<file path="src/rtl/inertial_fusion_cal_pkg.sv">
// Shared definitions for the inertial fusion / calibration block.
//   state_t         : top-level mode (RUN integrates, CAL learns offsets)
//   DEF_RT_OFFSET   : power-on pitch-rate offset
//   DEF_AZ_OFFSET   : power-on Z-acceleration offset
//   sat()           : clamp a signed value to the range of a w-bit signed word
package inertial_pkg;

  typedef enum logic [0:0] {
    RUN = 1'b0,
    CAL = 1'b1
  } state_t;

  localparam logic [15:0] DEF_RT_OFFSET = 16'h03C2;
  localparam logic [15:0] DEF_AZ_OFFSET = 16'hFE80;

  // Width-generic saturation: the caller sign-extends into 64 bits, and the
  // result always fits in w bits, so the caller may truncate it back.
  function automatic logic signed [63:0] sat(input logic signed [63:0] x,
                                             input int w);
    logic signed [63:0] hi;
    logic signed [63:0] lo;
    logic signed [63:0] res;
    hi  = (64'sd1 <<< (w - 1)) - 64'sd1;
    lo  = -(64'sd1 <<< (w - 1));
    res = x;
    if (x > hi) res = hi;
    else if (x < lo) res = lo;
    return res;
  endfunction

endpackage

</file>
<file path="src/rtl/inertial_fusion_cal_if.sv">
// Bus between the inertial sensor front end and the fusion block.
//   vld        : single-cycle strobe, ptch_rt/AZ are valid only while high
//   ptch_rt    : signed raw pitch rate
//   AZ         : signed raw Z acceleration
//   cal_start  : pulse requesting a calibration run
//   ptch       : signed fused pitch
//   ptch_vld   : one-cycle pulse, ptch refreshed by a RUN sample
//   cal_done   : one-cycle pulse when calibration completes
//   cal_busy   : high while calibrating
//   state_dbg  : current mode, ptch_int_dbg: full-precision integrator
//
// Handshake: there is no ready. The block accepts every cycle in which vld is
// high; the source must not hold vld for a sample it does not want consumed.
// ptch_vld is the matching output strobe, one clock after the accepted vld.
interface inertial_fusion_cal_if
  import inertial_pkg::*;
#(
  parameter int DW = 16,
  parameter int IW = 27
);

  logic                 vld;
  logic signed [DW-1:0] ptch_rt;
  logic signed [DW-1:0] AZ;
  logic                 cal_start;
  logic signed [DW-1:0] ptch;
  logic                 ptch_vld;
  logic                 cal_done;
  logic                 cal_busy;
  state_t               state_dbg;
  logic signed [IW-1:0] ptch_int_dbg;

  modport master (
    output vld, ptch_rt, AZ, cal_start,
    input  ptch, ptch_vld, cal_done, cal_busy, state_dbg, ptch_int_dbg
  );

  modport slave (
    input  vld, ptch_rt, AZ, cal_start,
    output ptch, ptch_vld, cal_done, cal_busy, state_dbg, ptch_int_dbg
  );

endinterface

</file>
<file path="src/rtl/inertial_offset_cal.sv">
// Offset learner: averages 2^CAL_LOG2 samples of pitch rate and AZ.
//   clear   : restart the average (sums and count to zero)
//   vld     : sample strobe, already qualified by the CAL mode
//   ptch_rt : raw pitch rate, az : raw Z acceleration
//   last    : combinational, this vld is the final sample of the run
//   rt_off  : learned (or default) rate offset
//   az_off  : learned (or default) AZ offset
//   done    : registered one-cycle pulse after the final sample
module inertial_offset_cal #(
  parameter int             DW            = 16,
  parameter int             CAL_LOG2      = 8,
  parameter logic [DW-1:0]  RT_OFFSET_DEF = 16'h03C2,
  parameter logic [DW-1:0]  AZ_OFFSET_DEF = 16'hFE80
) (
  input  logic                 clk,
  input  logic                 rst_n,
  input  logic                 clear,
  input  logic                 vld,
  input  logic signed [DW-1:0] ptch_rt,
  input  logic signed [DW-1:0] az,
  output logic                 last,
  output logic signed [DW-1:0] rt_off,
  output logic signed [DW-1:0] az_off,
  output logic                 done
);

  // CAL_LOG2 guard bits so the sum of 2^CAL_LOG2 full-scale samples cannot wrap.
  localparam int SW = DW + CAL_LOG2;

  logic signed [SW-1:0] sum_rt_q;
  logic signed [SW-1:0] sum_az_q;
  logic signed [SW-1:0] sum_rt_nxt;
  logic signed [SW-1:0] sum_az_nxt;
  logic [CAL_LOG2-1:0]  cnt_q;

  assign sum_rt_nxt = sum_rt_q + SW'(ptch_rt);
  assign sum_az_nxt = sum_az_q + SW'(az);
  assign last       = vld && (cnt_q == '1);

  always_ff @(posedge clk or negedge rst_n) begin
    if (!rst_n) begin
      sum_rt_q <= '0;
      sum_az_q <= '0;
      cnt_q    <= '0;
      rt_off   <= RT_OFFSET_DEF;
      az_off   <= AZ_OFFSET_DEF;
      done     <= 1'b0;
    end else begin
      done <= 1'b0;
      if (clear) begin
        sum_rt_q <= '0;
        sum_az_q <= '0;
        cnt_q    <= '0;
      end else if (vld) begin
        sum_rt_q <= sum_rt_nxt;
        sum_az_q <= sum_az_nxt;
        cnt_q    <= cnt_q + 1'b1;
        if (last) begin
          // Average includes the sample arriving this cycle.
          rt_off <= DW'(sum_rt_nxt >>> CAL_LOG2);
          az_off <= DW'(sum_az_nxt >>> CAL_LOG2);
          done   <= 1'b1;
        end
      end
    end
  end

endmodule

</file>
<file path="src/rtl/inertial_fusion_cal.sv">
// Complementary-filter pitch integrator with run-time offset calibration.
//   clk, rst_n : clock, asynchronous active-low reset
//   bus        : sensor samples in (vld, ptch_rt, AZ, cal_start), fused pitch
//                and status out (ptch, ptch_vld, cal_done, cal_busy, debug)
// In RUN every sample integrates the offset-corrected gyro rate and nudges the
// integrator by a fixed step toward the accelerometer pitch. In CAL samples
// are averaged to relearn both offsets; the integrator restarts at zero.
module inertial_fusion_cal
  import inertial_pkg::*;
#(
  parameter int            DW            = 16,
  parameter int            FRAC          = 11,
  parameter int            ACC_GAIN      = 327,
  parameter int            ACC_SHIFT     = 13,
  parameter int            FUSION_STEP   = 1024,
  parameter int            CAL_LOG2      = 8,
  parameter logic [DW-1:0] RT_OFFSET_DEF = DEF_RT_OFFSET,
  parameter logic [DW-1:0] AZ_OFFSET_DEF = DEF_AZ_OFFSET
) (
  input logic                 clk,
  input logic                 rst_n,
  inertial_fusion_cal_if.slave bus
);

  localparam int IW = DW + FRAC;
  localparam int PW = 2 * DW;
  // Two headroom bits: ptch_int - rt_comp + step cannot overflow before clamping.
  localparam int XW = IW + 2;
  localparam logic signed [PW-1:0] GAIN_P = PW'(ACC_GAIN);
  localparam logic signed [XW-1:0] STEP_X = XW'(FUSION_STEP);

  state_t               state_q, state_d;
  logic signed [IW-1:0] ptch_int_q, ptch_int_d;
  logic                 ptch_vld_q;

  logic signed [DW-1:0] rt_off, az_off;
  logic                 cal_clear, cal_vld, cal_last, cal_done;

  logic signed [DW-1:0] rt_comp, az_comp, ptch_acc, ptch_cur;
  logic signed [PW-1:0] prod, acc_wide;
  logic signed [XW-1:0] step_x, sum_x;
  logic signed [IW-1:0] ptch_int_run;

  inertial_offset_cal #(
    .DW           (DW),
    .CAL_LOG2     (CAL_LOG2),
    .RT_OFFSET_DEF(RT_OFFSET_DEF),
    .AZ_OFFSET_DEF(AZ_OFFSET_DEF)
  ) u_cal (
    .clk    (clk),
    .rst_n  (rst_n),
    .clear  (cal_clear),
    .vld    (cal_vld),
    .ptch_rt(bus.ptch_rt),
    .az     (bus.AZ),
    .last   (cal_last),
    .rt_off (rt_off),
    .az_off (az_off),
    .done   (cal_done)
  );

  // Fusion datapath for the sample currently on the bus.
  always_comb begin
    rt_comp  = bus.ptch_rt - rt_off;
    az_comp  = bus.AZ - az_off;
    prod     = PW'(az_comp) * GAIN_P;
    acc_wide = prod >>> ACC_SHIFT;
    ptch_acc = DW'(sat(64'(acc_wide), DW));
    ptch_cur = ptch_int_q[IW-1:FRAC];
    if (ptch_acc > ptch_cur)      step_x = STEP_X;
    else if (ptch_acc < ptch_cur) step_x = -STEP_X;
    else                          step_x = '0;
    // Gyro rate is subtracted: positive rate means pitch decreasing.
    sum_x        = XW'(ptch_int_q) - XW'(rt_comp) + step_x;
    ptch_int_run = IW'(sat(64'(sum_x), IW));
  end

  always_ff @(posedge clk or negedge rst_n) begin
    if (!rst_n) begin
      state_q    <= RUN;
      ptch_int_q <= '0;
      ptch_vld_q <= 1'b0;
    end else begin
      state_q    <= state_d;
      ptch_int_q <= ptch_int_d;
      ptch_vld_q <= (state_q == RUN) && bus.vld;
    end
  end

  always_comb begin
    state_d    = state_q;
    ptch_int_d = ptch_int_q;
    cal_clear  = 1'b0;
    cal_vld    = 1'b0;
    case (state_q)
      RUN: begin
        if (bus.vld) ptch_int_d = ptch_int_run;
        // A sample coinciding with cal_start is still integrated.
        if (bus.cal_start) begin
          state_d   = CAL;
          cal_clear = 1'b1;
        end
      end
      CAL: begin
        cal_vld = bus.vld;
        if (cal_last) begin
          state_d    = RUN;
          ptch_int_d = '0;
        end
      end
      default: state_d = RUN;
    endcase
  end

  assign bus.ptch         = ptch_int_q[IW-1:FRAC];
  assign bus.ptch_vld     = ptch_vld_q;
  assign bus.cal_done     = cal_done;
  assign bus.cal_busy     = (state_q == CAL);
  assign bus.state_dbg    = state_q;
  assign bus.ptch_int_dbg = ptch_int_q;

endmodule

</file>
<file path="src/flat_wrapper.sv">
// flat-port wrapper written by rule: the top's interface ports become plain ports
module inertial_fusion_cal_flat import inertial_pkg::*;
#(
  parameter int            DW            = 16,
  parameter int            FRAC          = 11,
  parameter int            ACC_GAIN      = 327,
  parameter int            ACC_SHIFT     = 13,
  parameter int            FUSION_STEP   = 1024,
  parameter int            CAL_LOG2      = 8,
  parameter logic [DW-1:0] RT_OFFSET_DEF = DEF_RT_OFFSET,
  parameter logic [DW-1:0] AZ_OFFSET_DEF = DEF_AZ_OFFSET
)
  (clk, rst_n, bus_vld, bus_ptch_rt, bus_AZ, bus_cal_start, bus_ptch, bus_ptch_vld, bus_cal_done, bus_cal_busy, bus_state_dbg, bus_ptch_int_dbg);
  inertial_fusion_cal_if #(.DW(DW), .IW(27)) bus_i ();
  input logic clk;
  input logic rst_n;
  input wire logic [$bits(bus_i.vld)-1:0] bus_vld;
  input wire logic [$bits(bus_i.ptch_rt)-1:0] bus_ptch_rt;
  input wire logic [$bits(bus_i.AZ)-1:0] bus_AZ;
  input wire logic [$bits(bus_i.cal_start)-1:0] bus_cal_start;
  output wire logic [$bits(bus_i.ptch)-1:0] bus_ptch;
  output wire logic [$bits(bus_i.ptch_vld)-1:0] bus_ptch_vld;
  output wire logic [$bits(bus_i.cal_done)-1:0] bus_cal_done;
  output wire logic [$bits(bus_i.cal_busy)-1:0] bus_cal_busy;
  output wire logic [$bits(bus_i.state_dbg)-1:0] bus_state_dbg;
  output wire logic [$bits(bus_i.ptch_int_dbg)-1:0] bus_ptch_int_dbg;
  assign bus_i.vld = bus_vld;
  assign bus_i.ptch_rt = bus_ptch_rt;
  assign bus_i.AZ = bus_AZ;
  assign bus_i.cal_start = bus_cal_start;
  assign bus_ptch = bus_i.ptch;
  assign bus_ptch_vld = bus_i.ptch_vld;
  assign bus_cal_done = bus_i.cal_done;
  assign bus_cal_busy = bus_i.cal_busy;
  assign bus_state_dbg = bus_i.state_dbg;
  assign bus_ptch_int_dbg = bus_i.ptch_int_dbg;
  inertial_fusion_cal #(.DW(DW), .FRAC(FRAC), .ACC_GAIN(ACC_GAIN), .ACC_SHIFT(ACC_SHIFT), .FUSION_STEP(FUSION_STEP), .CAL_LOG2(CAL_LOG2), .RT_OFFSET_DEF(RT_OFFSET_DEF), .AZ_OFFSET_DEF(AZ_OFFSET_DEF)) u_core (.clk(clk), .rst_n(rst_n), .bus(bus_i));
endmodule
</file>
<file path="config.mk">
export PLATFORM = sky130hd
export DESIGN_NAME = inertial_fusion_cal_flat
export DESIGN_NICKNAME = d
export VERILOG_FILES = /design/src/rtl/inertial_fusion_cal_pkg.sv /design/src/rtl/inertial_fusion_cal_if.sv /design/src/rtl/inertial_offset_cal.sv /design/src/rtl/inertial_fusion_cal.sv /design/src/flat_wrapper.sv
export SDC_FILE = /design/constraint.sdc
export NUM_CORES = 1
export LEC_CHECK = 0
export CAP_MARGIN = 15
export CORE_ASPECT_RATIO = 1.1
export CORE_UTILIZATION = 30
export DETAILED_ROUTE_END_ITERATION = 8
export PLACE_DENSITY = 0.45
export SYNTH_ARGS = -nofsm -noshare
export SYNTH_HDL_FRONTEND = slang
export SYNTH_SLANG_ARGS = --single-unit
</file>
<file path="constraint.sdc">
create_clock -name clk -period 14.1 [get_ports clk]
set_clock_uncertainty 0.2 [all_clocks]
set_input_delay 2.82 -clock clk [delete_from_list [all_inputs] [get_ports clk]]
set_output_delay 2.82 -clock clk [all_outputs]
set_load 0.05 [all_outputs]
</file>
==> impl_metrics.yaml, run 1 <==
routing:
  initialDrtViolationCount: 421
  drt-vias-per-instance: 4.88
  vias: 10800
  drc: 0
  dr.pass1.iters: 5
  wl_per_cell_um: 15.6
  ant_nets: 0
  drt_wl_total_mm: 34.5
grt:
  grt_usage_pct: 15.9
  grt-ovfl-total: 0
  grt_pass1_wl_mm: 57.0
  grt_pass1_vias: 11100
  grt_max_degree: 74
  antenna_found_initial: 0
clock_network:
  clk_transition_reported_paths_ns: 0.06
  cts_sinks: 118
  cts_tree: "built"
  cts-root-buf: "clkbuf_16"
  clock_path_buffers: 2
  cts_buffers: 17
  clk_latency_ns: 0.44
  h-tree-depth: 4
  cts_hold_buf: 0
floorplan:
  dieArea_sq_um: 44500
  die_w_um: 201
  die_h_um: 221
  core_sq_um: 42700
  start_util_pct: 30.6
  rows: 79
  ioPinCount: 83
timing:
  tightest_slew_ns: 1.05
  rsz0062_at_grt: "no"
  slew_headroom_pct: 30.0
  slew_viol_final: 0
  setup_viol: 0
  hold_viol_final: 0
  hold_slack_ns: 0.277
  max_freq_ghz: 0.0743
  fin_crit_ns: 13.47
  finalCritPeriodShare_pct: 95.5
finish:
  nFillCells: 4324
  diodes: 0
  seq_area_sq_um: 2970
  finalNonFillerCells: 2218
  multiInputGateArea_sq_um: 9420
  syn2layout_area_growth_pct: 23.4
  nets: 1940
  drive_gt1_share_pct: 14.1
synthesis:
  synth-xor-area-share_pct: 7.63
  ys_ff_latch: 118
  ys_types: 82
  ys_top_cells_by_area: "dfrtp_1, ha_1, fa_1"
  postSynthNetCount: 1763
  yosys.area_share.simple_pct: 12.8
  yosysTopAreaCellShare_pct: 20.1
  ys.flop_type: "dfrtp_1"
  synthesis.area_sq_um: 13100
  synth_seq_area_share_pct: 22.7
  synthTopCellsByCount: "ha_1, inv_1, dfrtp_1"
  synth_largest_area_cell: "dfrtp_1"
  synth_top_family_by_area: "adder cells"
  muxShareOfSynthArea_pct: 0.574
  synthAdderAreaFrac_pct: 29.0
  syn_inst: 1461
  synth-edff-count: 0
  synthArstFlopShare_pct: 100
  synth-compound-area-share_pct: 20.0
  ys_warn_count: 0
  syn_area_per_cell_sq_um: 8.96
  synthMostInstantiatedCell: "ha_1"
place:
  port_buffers: 82
  hpwl_mm: 27.0
  gp_congestion: 0.821
  place_inst: 2175
critical_path:
  path_depth: 53
  critPathTopFamily: "adder cells"
  cp_max_fo: 18
  slowest_delay_ns: 0.54
  endpoint_kind: "flip-flop"
  r2r.worst_path.cells: 54
  criticalPathCategory: "primary input to flip-flop"
  required_ns: 14.23
  cp-start-kind: "primary input"
  path_buf_inv: 11
  critPathSlowestCell: "fa_1"
  arrival_ns: 13.59
outcome:
  status: "finished, final reports clean"
job:
  cap_violations: 0
hold_path:
  hp-class: "flip-flop to flip-flop"
  hold_path_depth: 2
-- sequential cells by signal, summed over array words and instances, names as in the netlist --
signal and flops:
u_core.bus.cal_busy 1, u_core.bus.ptch_int_dbg 27, u_core.bus.ptch_vld 1, u_core.u_cal.az_off 16
u_core.u_cal.cnt_q 8, u_core.u_cal.done 1, u_core.u_cal.rt_off 16, u_core.u_cal.sum_az_q 24
u_core.u_cal.sum_rt_q 24
-- cell families (layout without fill, tap and decap cells) --
kind of cell	after synthesis	count (layout)
multiplexers	7	7
AO/OA/AOI/OAI	383	383
XOR/XNOR	114	114
flip-flops	118	118
buffers and inverters	223	412
adder cells (fa/ha/maj)	266	266
AND/OR/NAND/NOR	350	351
-- routing by layer --
layer,vias up,global-route usage [%],routed length [um]
li1,5480,-,-
met1,5186,21.4,16800
met2,136,26.8,16500
met3,30,1.86,769
met4,0,4.36,473
met5,-,0,0
-- area by class of cell --
type	instances	area share, %
well taps	567	4.39
multi-input cells	1121	58.4
repair buffers	201	10.9
inverters	179	4.18
clock buffers	17	2.63
flip-flops and latches	118	18.4
clock inverters	15	1.12
-- tightest hold or removal path: cells and delay by family, from the launching register on --
family	cells	cell delay, ns
AND/OR/NAND/NOR	2	0.10
flip-flops	1	0.35
-- placed cells by master, fill, tap and decap left out, types with 9 or more instances in the layout --
cell / synthesis / final
a22o_1: 24 / 24
clkinvlp_4: 0 / 9
a221o_1: 22 / 22
o31ai_1: 11 / 10
a21oi_2: 1 / 9
o21ai_1: 4 / 9
o21bai_1: 12 / 12
o21a_1: 19 / 19
nand2b_1: 21 / 21
dfrtp_1: 105 / 105
nor2_1: 90 / 85
clkbuf_16: 0 / 17
ha_1: 203 / 199
a21o_1: 35 / 35
dfstp_2: 13 / 13
nand4_1: 16 / 16
inv_1: 179 / 177
xor2_1: 42 / 42
and3_1: 10 / 10
a21oi_1: 79 / 71
fa_1: 63 / 62
a211oi_1: 11 / 11
clkdlybuf4s50_1: 0 / 80
buf_4: 17 / 115
nor3_1: 29 / 28
o21ai_0: 100 / 93
xnor2_1: 72 / 67
nor2b_1: 18 / 18
nand2_1: 100 / 100
nand3_1: 24 / 24
-- through the flow --
| step | util (%) | cell area (sq um) | setup TNS (ns) | worst slack, ns |
|---|---|---|---|---|
| floorplan | - | 13100 | 0 | 0.0491 |
| global placement | 35.6 | 15200 | -16.61 | -0.656 |
| detailed placement | 35.6 | 15200 | -21.49 | -0.849 |
| CTS | 37.0 | 15800 | 0 | 0.00152 |
| global route | 37.8 | 16100 | 0 | 0.0398 |
| finish | 37.8 | 16100 | 0 | 0.634 |
-- final timing paths --
check                           slack [ns]                                 endpoint                          startpoint
worst min-delay path                  0.28       u_core.u_cal.az_off[0]$_DFFE_PN0P_  u_core.u_cal.az_off[0]$_DFFE_PN0P_
worst max-delay path                  0.63  u_core.bus.ptch_int_dbg[24]$_DFFE_PN0P_                           bus_AZ[1]
worst min register to register        0.28       u_core.u_cal.az_off[0]$_DFFE_PN0P_  u_core.u_cal.az_off[0]$_DFFE_PN0P_
worst max register to register        2.99  u_core.bus.ptch_int_dbg[24]$_DFFE_PN0P_  u_core.u_cal.az_off[0]$_DFFE_PN0P_
max in group asynchronous            10.03  u_core.bus.ptch_int_dbg[19]$_DFFE_PN0P_                               rst_n
min in group asynchronous             2.21        u_core.u_cal.cnt_q[1]$_DFFE_PN0P_                               rst_n
-- what timing repair did --
item / CTS / global route
gates resized for setup: 2 / 48
setup buffers: 0 / 9
gates cloned: 0 / 1
pin swaps: 0 / 25
endpoints found under the hold margin: 0 / 0
endpoints found under the setup margin: 26 / 26
Power of run 1 is left out: the tool's default activity adds up to more than one toggle a clock period on the data nets, which glitch-free logic cannot reach.
==> run 2: changes to the inputs <==
- PLACE_DENSITY: 0.45 -> 0.55
==> run 2 against run 1 <==
  * Cell count fell by 0.50%
  * Critical endpoint is now u_core.bus.ptch_int_dbg[1]$_DFFE_PN0P_
  * Worst setup slack got worse by 0.078 ns
  * Register-to-register slack got worse by 0.20 ns
  * Sequential cell count unchanged
  * Final area is 0.66% lower
  * Hold slack gained 0.0017 ns
==> impl_metrics.yaml, run 2 (same netlist as run 1, synthesis figures left out) <==
routing:
  drc: 0
  initialDrtViolationCount: 396
  vias: 10900
  ant_nets: 0
  drt-vias-per-instance: 4.92
  dr.pass1.iters: 5
  drt_wl_total_mm: 33.3
  wl_per_cell_um: 15.1
finish:
  diodes: 0
  drive_gt1_share_pct: 13.1
  finalNonFillerCells: 2207
  largest_reg_flops: 27
  syn2layout_area_growth_pct: 22.6
  nFillCells: 4346
  final_common_cell: "ha_1"
  seq_area_sq_um: 2970
  multiInputGateArea_sq_um: 9400
  nets: 1930
  final_cell_mix: "ha_1, inv_1, dfrtp_1"
clock_network:
  h-tree-depth: 4
  cts_buffers: 17
  clock_path_buffers: 2
  clk_latency_ns: 0.44
  cts_sinks: 118
  cts-root-buf: "clkbuf_16"
  cts_tree: "built"
  clk_transition_reported_paths_ns: 0.06
critical_path:
  criticalPathCategory: "primary input to flip-flop"
  worstSetupStartpoint: "bus_AZ[2]"
  endpoint_kind: "flip-flop"
  critPathTopFamily: "adder cells"
  path_buf_inv: 8
  critPathSlowestCell: "fa_1"
  r2r_setup_slack_ns: 2.79
  slowest_delay_ns: 0.55
  required_ns: 14.22
  reg2reg_from: "u_core.u_cal.az_off[0]$_DFFE_PN0P_"
  cp_max_fo: 7
  cp-start-kind: "primary input"
  arrival_ns: 13.66
  path_common_cell: "ha_1"
hold_path:
  hp-class: "flip-flop to flip-flop"
  holdCritStartpoint: "u_core.u_cal.az_off[14]$_DFFE_PN1P_"
timing:
  setup_tns_ns: 0
  slew_viol_final: 0
  max_freq_ghz: 0.0738
  setup_viol: 0
  finalCritPeriodShare_pct: 96.1
  hold_viol_final: 0
  tightest_slew_ns: 1.05
  slew_headroom_pct: 30.0
  fin_crit_ns: 13.54
job:
  cap_violations: 0
place:
  place_inst: 2162
  gp_congestion: 0.837
  hpwl_mm: 26.0
  port_buffers: 82
floorplan:
  dieArea_sq_um: 44500
  die_w_um: 201
  start_util_pct: 30.6
  core_sq_um: 42700
  rows: 79
  die_h_um: 221
  ioPinCount: 83
outcome:
  status: "finished, final reports clean"
grt:
  grt_max_degree: 65
  grt_usage_pct: 15.1
  grt_pass1_vias: 10900
  grt_pass1_wl_mm: 54.3
  grt-ovfl-total: 0
  antenna_found_initial: 0
==> run 2: cell count changes in the layout (fill, tap and decap cells not counted), moves of 3 or more <==
cell / delta
nor2_2: -3
clkinvlp_4: -7
clkbuf_8: +4
nor2_4: +3
buf_4: -13
==> run 2: worst paths after layout <==
path,end,cells past startpoint
hold reg to reg,u_core.u_cal.az_off[14]$_DFFE_PN1P_,2
setup / recovery,u_core.bus.ptch_int_dbg[1]$_DFFE_PN0P_,51
max in group asynchronous,u_core.u_cal.rt_off[4]$_DFFE_PN0P_,2
setup reg to reg,u_core.bus.ptch_int_dbg[1]$_DFFE_PN0P_,52
min in group asynchronous,u_core.bus.cal_busy$_DFF_PN0_,1
hold / removal,u_core.u_cal.az_off[14]$_DFFE_PN1P_,2
==> run 2: what timing repair did <==
action / 4_1_cts / 5_1_grt
pin swaps: 1 / 31
endpoints found under the setup margin: 26 / 26
setup buffers: 1 / 8
gates cloned: 0 / 3
resized for setup: 6 / 45
hold buffers: 0 / 0
==> run 2: per-stage QoR <==
stage | hold WS, ns | utilization [%] | cell area, sq um | setup slack, ns
after floorplan | 0.243 | - | 13100 | 0.0491
after global placement | 0.261 | 35.3 | 15100 | -0.726
after detailed placement | 0.271 | 35.3 | 15100 | -1.01
after CTS | 0.284 | 36.9 | 15700 | 0.00745
after global routing | 0.289 | 37.6 | 16000 | -0.00334
final | 0.279 | 37.6 | 16000 | 0.557
==> run 2: metal layers <==
layer | vias to the layer above | wire length (um) | global-route usage [%]
met4 | 0 | 532 | 5.15
met2 | 127 | 16300 | 25.6
met5 | - | 0 | 0
li1 | 5470 | - | -
met1 | 5226 | 15700 | 19.5
met3 | 32 | 853 | 2.19
==> run 2: tightest hold or removal path: cells and delay by family, from the launching register on <==
family	cells	cell delay (ns)
compound gates	1	0.06
simple gates	1	0.04
flops	1	0.36
==> run 2: cell type report <==
| cell class | instances | area share, % |
|---|---|---|
| tap | 567 | 4.42 |
| clock inverter | 8 | 0.757 |
| timing repair buffer | 189 | 10.4 |
| inverter | 179 | 4.21 |
| sequential | 118 | 18.5 |
| clock buffer | 23 | 3.04 |
| multi-input combinational | 1123 | 58.6 |
Power of run 2 is left out for the same reason.
